$ cat config.mk
export PLATFORM = sky130hd
export DESIGN_NAME = run_controller
export DESIGN_NICKNAME = d
export VERILOG_FILES = /design/src/rtl/run_ctrl_pkg.sv /design/src/rtl/stream_index_counter.sv /design/src/rtl/run_controller.sv
export SDC_FILE = /design/constraint.sdc
export NUM_CORES = 1
export LEC_CHECK = 0
export CAP_MARGIN = 0
export CORE_ASPECT_RATIO = 0.6
export CORE_MARGIN = 3
export CORE_UTILIZATION = 34
export CTS_CLUSTER_DIAMETER = 40
export DETAILED_ROUTE_END_ITERATION = 7
export PLACE_DENSITY = 0.77
export SETUP_SLACK_MARGIN = 0.4
export SLEW_MARGIN = 5
export SYNTH_ARGS = -nofsm -noshare
export SYNTH_HDL_FRONTEND = slang
export SYNTH_SLANG_ARGS = --single-unit
$ cat constraint.sdc
create_clock -name clk -period 1.8 [get_ports clk]
set_input_delay 0.45 -clock clk [delete_from_list [all_inputs] [get_ports clk]]
set_output_delay 0.45 -clock clk [all_outputs]
set_load 0.05 [all_outputs]
$ cat src/rtl/run_ctrl_pkg.sv
// Shared types and widths for the run controller and its stream index counters.
package run_ctrl_pkg;

    localparam int IMEM_ADDR_W = 5;
    localparam int REG_ADDR_W  = 5;
    localparam int DATA_W      = 8;
    localparam int INST_W      = 32;
    localparam int CNT_W       = 16;

    typedef enum logic [2:0] {
        ST_IDLE  = 3'd0,
        ST_LOAD  = 3'd1,
        ST_CLEAR = 3'd2,
        ST_RUN   = 3'd3,
        ST_DUMP  = 3'd4
    } run_state_t;

endpackage

$ cat src/rtl/stream_index_counter.sv
// Handshake-driven stream index with a last-beat flag; wraps to zero after the last beat.
module stream_index_counter
    import run_ctrl_pkg::*;
#(
    parameter int W    = IMEM_ADDR_W,
    parameter int LAST = 31
) (
    input  logic         clk,
    input  logic         rst_n,
    input  logic         clear,
    input  logic         advance,
    output logic [W-1:0] index,
    output logic         last
);

    localparam logic [W-1:0] LAST_IDX = W'(LAST);
    localparam logic [W-1:0] ONE      = {{(W-1){1'b0}}, 1'b1};

    logic [W-1:0] index_r;

    // Index register: synchronous clear has priority over a handshake.
    always_ff @(posedge clk or negedge rst_n) begin
        if (!rst_n) begin
            index_r <= {W{1'b0}};
        end else if (clear) begin
            index_r <= {W{1'b0}};
        end else if (advance) begin
            index_r <= index_r + ONE;
        end else begin
            index_r <= index_r;
        end
    end

    assign index = index_r;
    assign last  = (index_r == LAST_IDX);

endmodule

$ cat src/rtl/run_controller.sv
// Sequences one program run: load imem, flush, run with timeout, then dump the register file.
module run_controller
    import run_ctrl_pkg::*;
#(
    parameter int IMEM_DEPTH     = 32,
    parameter int NUM_REGS       = 32,
    parameter int TIMEOUT_CYCLES = 1024
) (
    input  logic                   clk,
    input  logic                   rst_n,
    input  logic                   start,
    input  logic                   load_valid,
    output logic                   load_ready,
    input  logic [INST_W-1:0]      load_data,
    output logic                   imem_we,
    output logic [IMEM_ADDR_W-1:0] imem_waddr,
    output logic [INST_W-1:0]      imem_wdata,
    output logic                   core_clear,
    output logic                   core_run,
    input  logic                   core_done,
    output logic [REG_ADDR_W-1:0]  rf_raddr,
    input  logic [DATA_W-1:0]      rf_rdata,
    output logic                   dump_valid,
    input  logic                   dump_ready,
    output logic [REG_ADDR_W-1:0]  dump_addr,
    output logic [DATA_W-1:0]      dump_data,
    output logic                   busy,
    output logic                   timeout,
    output logic [CNT_W-1:0]       cycle_count
);

    localparam logic [CNT_W-1:0] TIMEOUT_VAL = CNT_W'(TIMEOUT_CYCLES);
    localparam logic [CNT_W-1:0] CNT_ONE     = {{(CNT_W-1){1'b0}}, 1'b1};

    run_state_t             state_r, state_next_s;
    logic [CNT_W-1:0]       cycle_count_r, cycle_count_next_s, cycle_inc_s;
    logic                   timeout_r, timeout_next_s;

    logic                   start_accept_s;
    logic                   load_fire_s, load_last_s;
    logic                   dump_fire_s, dump_last_s;
    logic [IMEM_ADDR_W-1:0] load_index_s;
    logic [REG_ADDR_W-1:0]  dump_index_s;
    logic                   dump_clear_s;

    assign start_accept_s = (state_r == ST_IDLE) & start;
    assign load_fire_s    = (state_r == ST_LOAD) & load_valid;
    assign dump_fire_s    = (state_r == ST_DUMP) & dump_ready;
    assign dump_clear_s   = (state_r == ST_RUN);
    assign cycle_inc_s    = cycle_count_r + CNT_ONE;

    stream_index_counter #(
        .W    (IMEM_ADDR_W),
        .LAST (IMEM_DEPTH - 1)
    ) u_load_idx (
        .clk     (clk),
        .rst_n   (rst_n),
        .clear   (start_accept_s),
        .advance (load_fire_s),
        .index   (load_index_s),
        .last    (load_last_s)
    );

    stream_index_counter #(
        .W    (REG_ADDR_W),
        .LAST (NUM_REGS - 1)
    ) u_dump_idx (
        .clk     (clk),
        .rst_n   (rst_n),
        .clear   (dump_clear_s),
        .advance (dump_fire_s),
        .index   (dump_index_s),
        .last    (dump_last_s)
    );

    // State, run-cycle counter and sticky timeout flag.
    always_ff @(posedge clk or negedge rst_n) begin
        if (!rst_n) begin
            state_r       <= ST_IDLE;
            cycle_count_r <= {CNT_W{1'b0}};
            timeout_r     <= 1'b0;
        end else begin
            state_r       <= state_next_s;
            cycle_count_r <= cycle_count_next_s;
            timeout_r     <= timeout_next_s;
        end
    end

    // Next-state logic; core_done takes priority over the timeout in the same RUN cycle.
    always_comb begin
        state_next_s       = state_r;
        cycle_count_next_s = cycle_count_r;
        timeout_next_s     = timeout_r;
        case (state_r)
            ST_IDLE: begin
                if (start) begin
                    state_next_s       = ST_LOAD;
                    cycle_count_next_s = {CNT_W{1'b0}};
                    timeout_next_s     = 1'b0;
                end else begin
                    state_next_s = ST_IDLE;
                end
            end
            ST_LOAD: begin
                if (load_fire_s && load_last_s) begin
                    state_next_s = ST_CLEAR;
                end else begin
                    state_next_s = ST_LOAD;
                end
            end
            ST_CLEAR: begin
                state_next_s = ST_RUN;
            end
            ST_RUN: begin
                cycle_count_next_s = cycle_inc_s;
                if (core_done) begin
                    state_next_s = ST_DUMP;
                end else if (cycle_inc_s == TIMEOUT_VAL) begin
                    state_next_s   = ST_DUMP;
                    timeout_next_s = 1'b1;
                end else begin
                    state_next_s = ST_RUN;
                end
            end
            ST_DUMP: begin
                if (dump_fire_s && dump_last_s) begin
                    state_next_s = ST_IDLE;
                end else begin
                    state_next_s = ST_DUMP;
                end
            end
            default: begin
                state_next_s = ST_IDLE;
            end
        endcase
    end

    assign busy        = (state_r != ST_IDLE);
    assign load_ready  = (state_r == ST_LOAD);
    assign imem_we     = load_fire_s;
    assign imem_waddr  = load_index_s;
    assign imem_wdata  = load_data;
    assign core_clear  = (state_r == ST_CLEAR);
    assign core_run    = (state_r == ST_RUN);
    assign dump_valid  = (state_r == ST_DUMP);
    assign dump_addr   = dump_index_s;
    assign rf_raddr    = dump_index_s;
    assign dump_data   = rf_rdata;
    assign timeout     = timeout_r;
    assign cycle_count = cycle_count_r;

endmodule

==> flow_summary.toml <==
[clock_network]
cts-root-buf = "clkbuf_8"
cts_tree = "yes"
cts_sinks = 30
clk_latency_ns = 0.30
ctsHoldBuffers = 0
htreeDepth = 2
cts_made_buffers = 5
path_clk_slew_ns = 0.06
cts_buffer_depth = 2

[outcome]
status = "finished with violations"
violations = "setup timing"

[power_and_ir_drop]
p_per_area_nw_per_um2 = 956
p_clk_share_pct = 17.7
power.internal_mw = 1.96
leakage_nw = 1.56
ir_drop_mv = 0.792
p_comb_share_pct = 53.9
sw_frac_of_total_pct = 41.2
power_frac_seq_pct = 28.4
power.switching_mw = 1.37

[sta]
tns_ns = -0.134
hold_violations = 0
finalSetupViolations = 2
fin_ws_ns = -0.0792
max_slew.worst_pin.slew_ns = 0.410
rsz0062_at_grt = "true"
slew_viol_final = 0
period_needed_ns = 1.88
max_freq_mhz = 532
slew_headroom_pct = 72.7
fin_crit_sh_pct = 104
fin_skew_ns = 0.00865

[layout]
fin_area_sq_um = 3490
fillers = 467
area_delta_synth_final_pct = 69.2
final_cell_count_no_fill = 380
antenna_cells = 0
nets = 350
drive_above_1_share_pct = 61.3

[synthesis]
ys_dominant_reg_cell = "dfrtp_1"
syn_nets = 292
synth_top_area_share_pct = 36.4
ys_seq_area_share_pct = 36.4
synthArstFlopShare_pct = 100
synthesis.area_sq_um = 2060
netlist_instances = 241
yosysWarnings = 0
syn_area_per_cell_sq_um = 8.57
yosysTopAreaCell = "dfrtp_1"
synth-edff-count = 0
ys_ff_latch = 30
synthTopCellsByArea = "dfrtp_1 36%, buf_4 16%, o21ai_0 4.8%, nor2_1 4.5%, nand2_1 3.6%"
synthDistinctLibCells = 40

[global_routing]
antenna_found_initial = 0
grt_pass1_wl_mm = 9.89
grt_pass1_vias = 1984
grt_max_degree = 31
grt.total_usage_pct = 18.1
overflow = 0

[setup_path]
crit_arrival_ns = 2.06
worstSetupPathType = "flip-flop to flip-flop"
r2r_cells = 6
endpoint_kind = "flip-flop"
worstPathMaxFanout = 5
r2r-end = "timeout$_DFFE_PN0P_"
r2r_slack_ns = -0.08
start_kind = "flip-flop"
r2r-start = "cycle_count[0]$_DFFE_PN0P_"
cp.required_ns = 1.98

[min_path]
min-delay-start = "timeout$_DFFE_PN0P_"
min_delay_worst_endpoint = "timeout$_DFFE_PN0P_"
hp-class = "flip-flop to flip-flop"
min_path_cells = 1

[floorplanning]
die_h_um = 66.4
core.rowCount = 21
die_area_sq_um = 7070
initial_utilization_pct = 36.0
die_w_um = 107
ios = 124
core_sq_um = 5730

[place]
dp.cells = 332
port_buffers = 43
placed_cell_area_sq_um = 2650
place_congestion = 0.887
dp.final_hpwl_mm = 4.00

[route]
wl_per_cell_um = 17.8
routed_via_density = 5.32
ant_nets = 0
wl_mm = 6.78
drt_iter0_drc = 110
drc = 0
route.vias.total = 2023
dr.pass1.iters = 4

[job]
cap_violations = 0
## layer usage
layer / routed length, um / GRT usage [%]
met5: 0 / 0
met4: 129 / 6.70
met3: 469 / 6.15
met2: 3280 / 28.7
met1: 2900 / 23.1
## cells in the final DEF, fill, tap and decap left out, drive strengths merged, types with 2 or more instances in the layout
| cell | Yosys | layout |
|---|---|---|
| a22o | 4 | 4 |
| a31oi | 5 | 5 |
| and2 | 2 | 2 |
| and3 | 4 | 4 |
| buf | 50 | 104 |
| clkbuf | 9 | 7 |
| clkdlybuf4s50 | 0 | 4 |
| dfrtp | 30 | 30 |
| ha | 5 | 5 |
| inv | 5 | 5 |
| mux2i | 2 | 2 |
| nand2 | 20 | 20 |
| nand3 | 5 | 5 |
| nand4 | 9 | 9 |
| nor2 | 26 | 27 |
| nor3 | 5 | 5 |
| nor3b | 2 | 2 |
| nor4 | 6 | 6 |
| o21ai | 20 | 20 |
| o22ai | 2 | 2 |
| o31ai | 6 | 6 |
| o41ai | 2 | 2 |
| or4 | 2 | 2 |
| xnor2 | 4 | 4 |
| xor2 | 6 | 6 |
## worst max-delay path: stages (launching register included)
cell and delay (ns):
dfrtp_2 0.44, ha_4 0.20, nand4_1 0.21, o211a_1 0.30
o22ai_2 0.27, nor4_4 0.07, a32o_1 0.27
## logic make-up after synthesis
logic type | share of synthesized area (%)
AO/OA/AOI/OAI | 14.9
multiplexers | 0.970
AND/OR/NAND/NOR | 20.2
buffers and inverters | 20.3
adder cells (fa/ha/maj) | 3.03
XOR/XNOR | 4.24
flip-flops | 36.4
## how the worst max path moves through the flow
stage	startpoint	to	slack (ns)	depth (start not counted)
after floorplan	cycle_count[3]$_DFFE_PN0P_	timeout$_DFFE_PN0P_	-0.10	6
after global placement	load_valid	imem_we	0.003	3
after detailed placement	cycle_count[0]$_DFFE_PN0P_	state_r[2]$_DFF_PN0_	-0.1	6
after CTS	cycle_count[3]$_DFFE_PN0P_	state_r[2]$_DFF_PN0_	-0.004	5
after global routing	cycle_count[6]$_DFFE_PN0P_	state_r[2]$_DFF_PN0_	-0.12	6
final	cycle_count[0]$_DFFE_PN0P_	timeout$_DFFE_PN0P_	-0.08	6
## layout make-up
| cell class | count | area, sq um | area share [%] |
|---|---|---|---|
| sequential | 30 | 778 | 22.3 |
| multi-input combinational | 148 | 1260 | 36.2 |
| timing repair buffer | 109 | 1240 | 35.4 |
| tap | 80 | 100 | 2.87 |
| inverter | 5 | 21.3 | 0.609 |
| clock buffer | 7 | 86.3 | 2.47 |
| clock inverter | 1 | 5.00 | 0.143 |
## sequential cells by signal (all words and copies together) (netlist names)
name	count
cycle_count	16
state_r	3
timeout	1
u_dump_idx.index	5
u_load_idx.index	5
## through the flow
step	hold WS, ns	utilization [%]	power [mW]	setup slack, ns
final	0.514	61.0	3.34	-0.0792
after global routing	0.543	61.0	3.47	-0.118
after CTS	0.521	56.4	3.18	-0.00410
after detailed placement	0.507	46.2	2.24	-0.0975
after global placement	0.498	46.2	2.21	0.00276
after floorplan	0.154	-	1.96	-0.104
## power groups by stage
stage,combinational (mW),clock (mW),sequential (mW)
after detailed placement,1.28,0,0.964
after CTS,1.65,0.587,0.943
after floorplan,0.727,0,1.24
after global routing,1.89,0.616,0.965
after global placement,1.26,0,0.956
final,1.80,0.590,0.949
## repair_timing
item / CTS / global route
cloned: 1 / 0
buffers inserted: 25 / 14
gates resized for setup: 71 / 35
pin swaps: 24 / 23
endpoints found under the setup margin: 51 / 58
## Yosys cell counts, types with 4 or more instances
library cell / instances
nand2_1: 20
nor3_1: 5
xor2_1: 6
clkbuf_1: 9
nand3_1: 5
ha_1: 5
o31ai_1: 6
nor2_1: 25
a22o_1: 4
o21ai_0: 20
buf_4: 45
xnor2_1: 4
nor4_1: 4
a31oi_1: 5
dfrtp_1: 30
inv_1: 5
and3_1: 4
nand4_1: 9
(Power assumes the default switching activity.)
==> variant: new RTL, same flow settings <==
The parameter `NUM_REGS` goes from 32 to 24.
--- a/src/rtl/run_controller.sv
+++ b/src/rtl/run_controller.sv
@@ -3,7 +3,7 @@
     import run_ctrl_pkg::*;
 #(
     parameter int IMEM_DEPTH     = 32,
-    parameter int NUM_REGS       = 32,
+    parameter int NUM_REGS       = 24,
     parameter int TIMEOUT_CYCLES = 1024
 ) (
     input  logic                   clk,
Function: same outputs for any inputs over 10 cycles, from zero or initial values and one cycle with rst_n low; that may be too few to reach the edited logic, so the function may still have changed.
==> variant against the original RTL <==
The run still ends with setup timing left. Via count shrank 0.49%. Worst setup slack gained 0.059 ns. Power shrank 20%. Sequential cell count is the same. Cell area shrank 4.4%. Die area grew 0.44%. Area after synthesis grew 0.48%. First-iteration DRC count shrank 15%. Routed wire length shrank 9.9%.
==> variant: results (changes against the original RTL) <==
Outcome = finished, violations left
Failing checks = setup timing
Clock Skews = 0.006879 ns (-0.001773 ns)
CP max stage delay = 0.46 ns (+0.02 ns)
CP top delay family = simple AND/OR/NAND/NOR gates
Met3 Wirelength = 428 um (-8.7%)
DP Area = 2656 sq um (+0.43%)
Share of layout cells above drive strength 1 = 59.59% (-1.7 points)
Met1 Use GR = 22.16% (-0.89 points)
Setup violations, final = 1 (-1)
RePlAce Congestion = 0.8882 (+0.19%)
Met1 wire length = 2698 um (-7.1%)
Avg Vias per Cell = 5.411 (+1.6%)
Seq/Total Area, Yosys = 36.19% (-0.18 points)
Vias in the first global route = 1837 (-7.4%)
Largest cells by area after synthesis = dfrtp_1 (36%), buf_4 (17%), o21ai_0 (6.8%)
1st-iter DRT viols = 94 (-15%)
Filler instances = 470 (+0.64%)
Met3 Resource Use GR = 4.743% (-1.4 points)
CP max stage cell = dfrtp_2
Final setup margin = -0.02016 ns (+0.05908 ns)
DP Wirelength = 3648 um (-8.9%)
Level count of the clock H-tree = 2 (unchanged)
Peak VDD IR = 0.4726 mV (-40%)
Post-synthesis async set-or-reset flop share = 100.0% (unchanged)
Later-pin clock latency in the skew report = 0.28 ns (-0.02 ns)
Final setup TNS = -0.02016 ns (+0.1143 ns)
Largest register FFs = 16 (unchanged)
GR Layer Usage met2 = 24.92% (-3.8 points)
Leak = 1.471 nW (-5.5%)
DR pass1 iterations = 5 (+1)
Uppermost layer routed = met4
Tightest Hold Check Type = reg -> reg
Crit path DAT = 1.97 ns (-0.09 ns)
Largest net degree at the start of global routing = 31 (unchanged)
Commonest cells post-synth = buf_4 (46), dfrtp_1 (30), o21ai_0 (28)
First-pass GRT wire length = 8983 um (-9.1%)
Psw = 1.041 mW (-24%)
Total global-route track usage = 16.02% (-2.1 points)
Crit path max fanout = 8 (+3)
IO buf count = 43 (unchanged)
Routed wire per std cell = 16.43 um (-7.9%)
# nets final = 341 (-2.6%)
Syn_nets = 287 (-1.7%)
Met2 wire length = 2948 um (-10%)
Slew margin rel. = 73.31% (+0.65 points)
Pre-CTS WS = 0.03572 ns (+0.1332 ns)
-- variant: logic make-up after synthesis --
kind of cell    count (synthesis)  synth area share, %
xor+xnor                        9                3.799
flops                          30                36.19
compound gates                 51                14.78
fa+ha+maj                       4                2.413
buf+inv                        60                20.02
simple gates                   82                22.32
mux                             1               0.4825
-- variant: final cells by class --
cell class | count | area share, %
Inverter | 2 | 0.2248
Clock buffer | 7 | 2.585
Timing Repair Buffer | 105 | 36.83
Multi-Input combinational cell | 147 | 34.06
Clock inverter | 1 | 0.1499
Sequential cell | 30 | 23.15
Tap cell | 80 | 2.997
-- variant: per-stage QoR --
stage / hold slack (ns) / util, % / instances
finish: 0.5182 / 58.30 / 372
global route: 0.5567 / 58.30 / 372
CTS: 0.5249 / 53.23 / 360
detailed placement: 0.5069 / 46.37 / 328
global placement: 0.5143 / 46.37 / 328
floorplan: 0.1544 / - / 237
-- variant: final timing paths --
check | from | end | depth (start not counted)
worst max-delay path | cycle_count[7] | state_r[1] | 6
worst min-delay path | timeout | timeout | 1
worst max register to register | cycle_count[7] | state_r[1] | 6
worst min register to register | timeout | timeout | 1
max in group asynchronous | rst_n | cycle_count[4] | 2
min in group asynchronous | rst_n | cycle_count[11] | 2
-- variant: what timing repair did --
| action | in CTS | in global routing |
|---|---|---|
| resized for setup | 39 | 53 |
| hold buffers | 0 | 0 |
| pin swaps | 10 | 14 |
| gates cloned | 0 | 1 |
| setup endpoints to repair | 46 | 56 |
| setup buffers | 24 | 11 |
-- variant: power groups by stage --
stage | Sequential [mW] | Clock, mW | Combinational, mW
floorplan | 1.15 | 0 | 0.596
global placement | 0.877 | 0 | 1.01
detailed placement | 0.878 | 0 | 1.02
CTS | 0.873 | 0.583 | 1.13
global route | 0.898 | 0.624 | 1.29
finish | 0.881 | 0.571 | 1.23
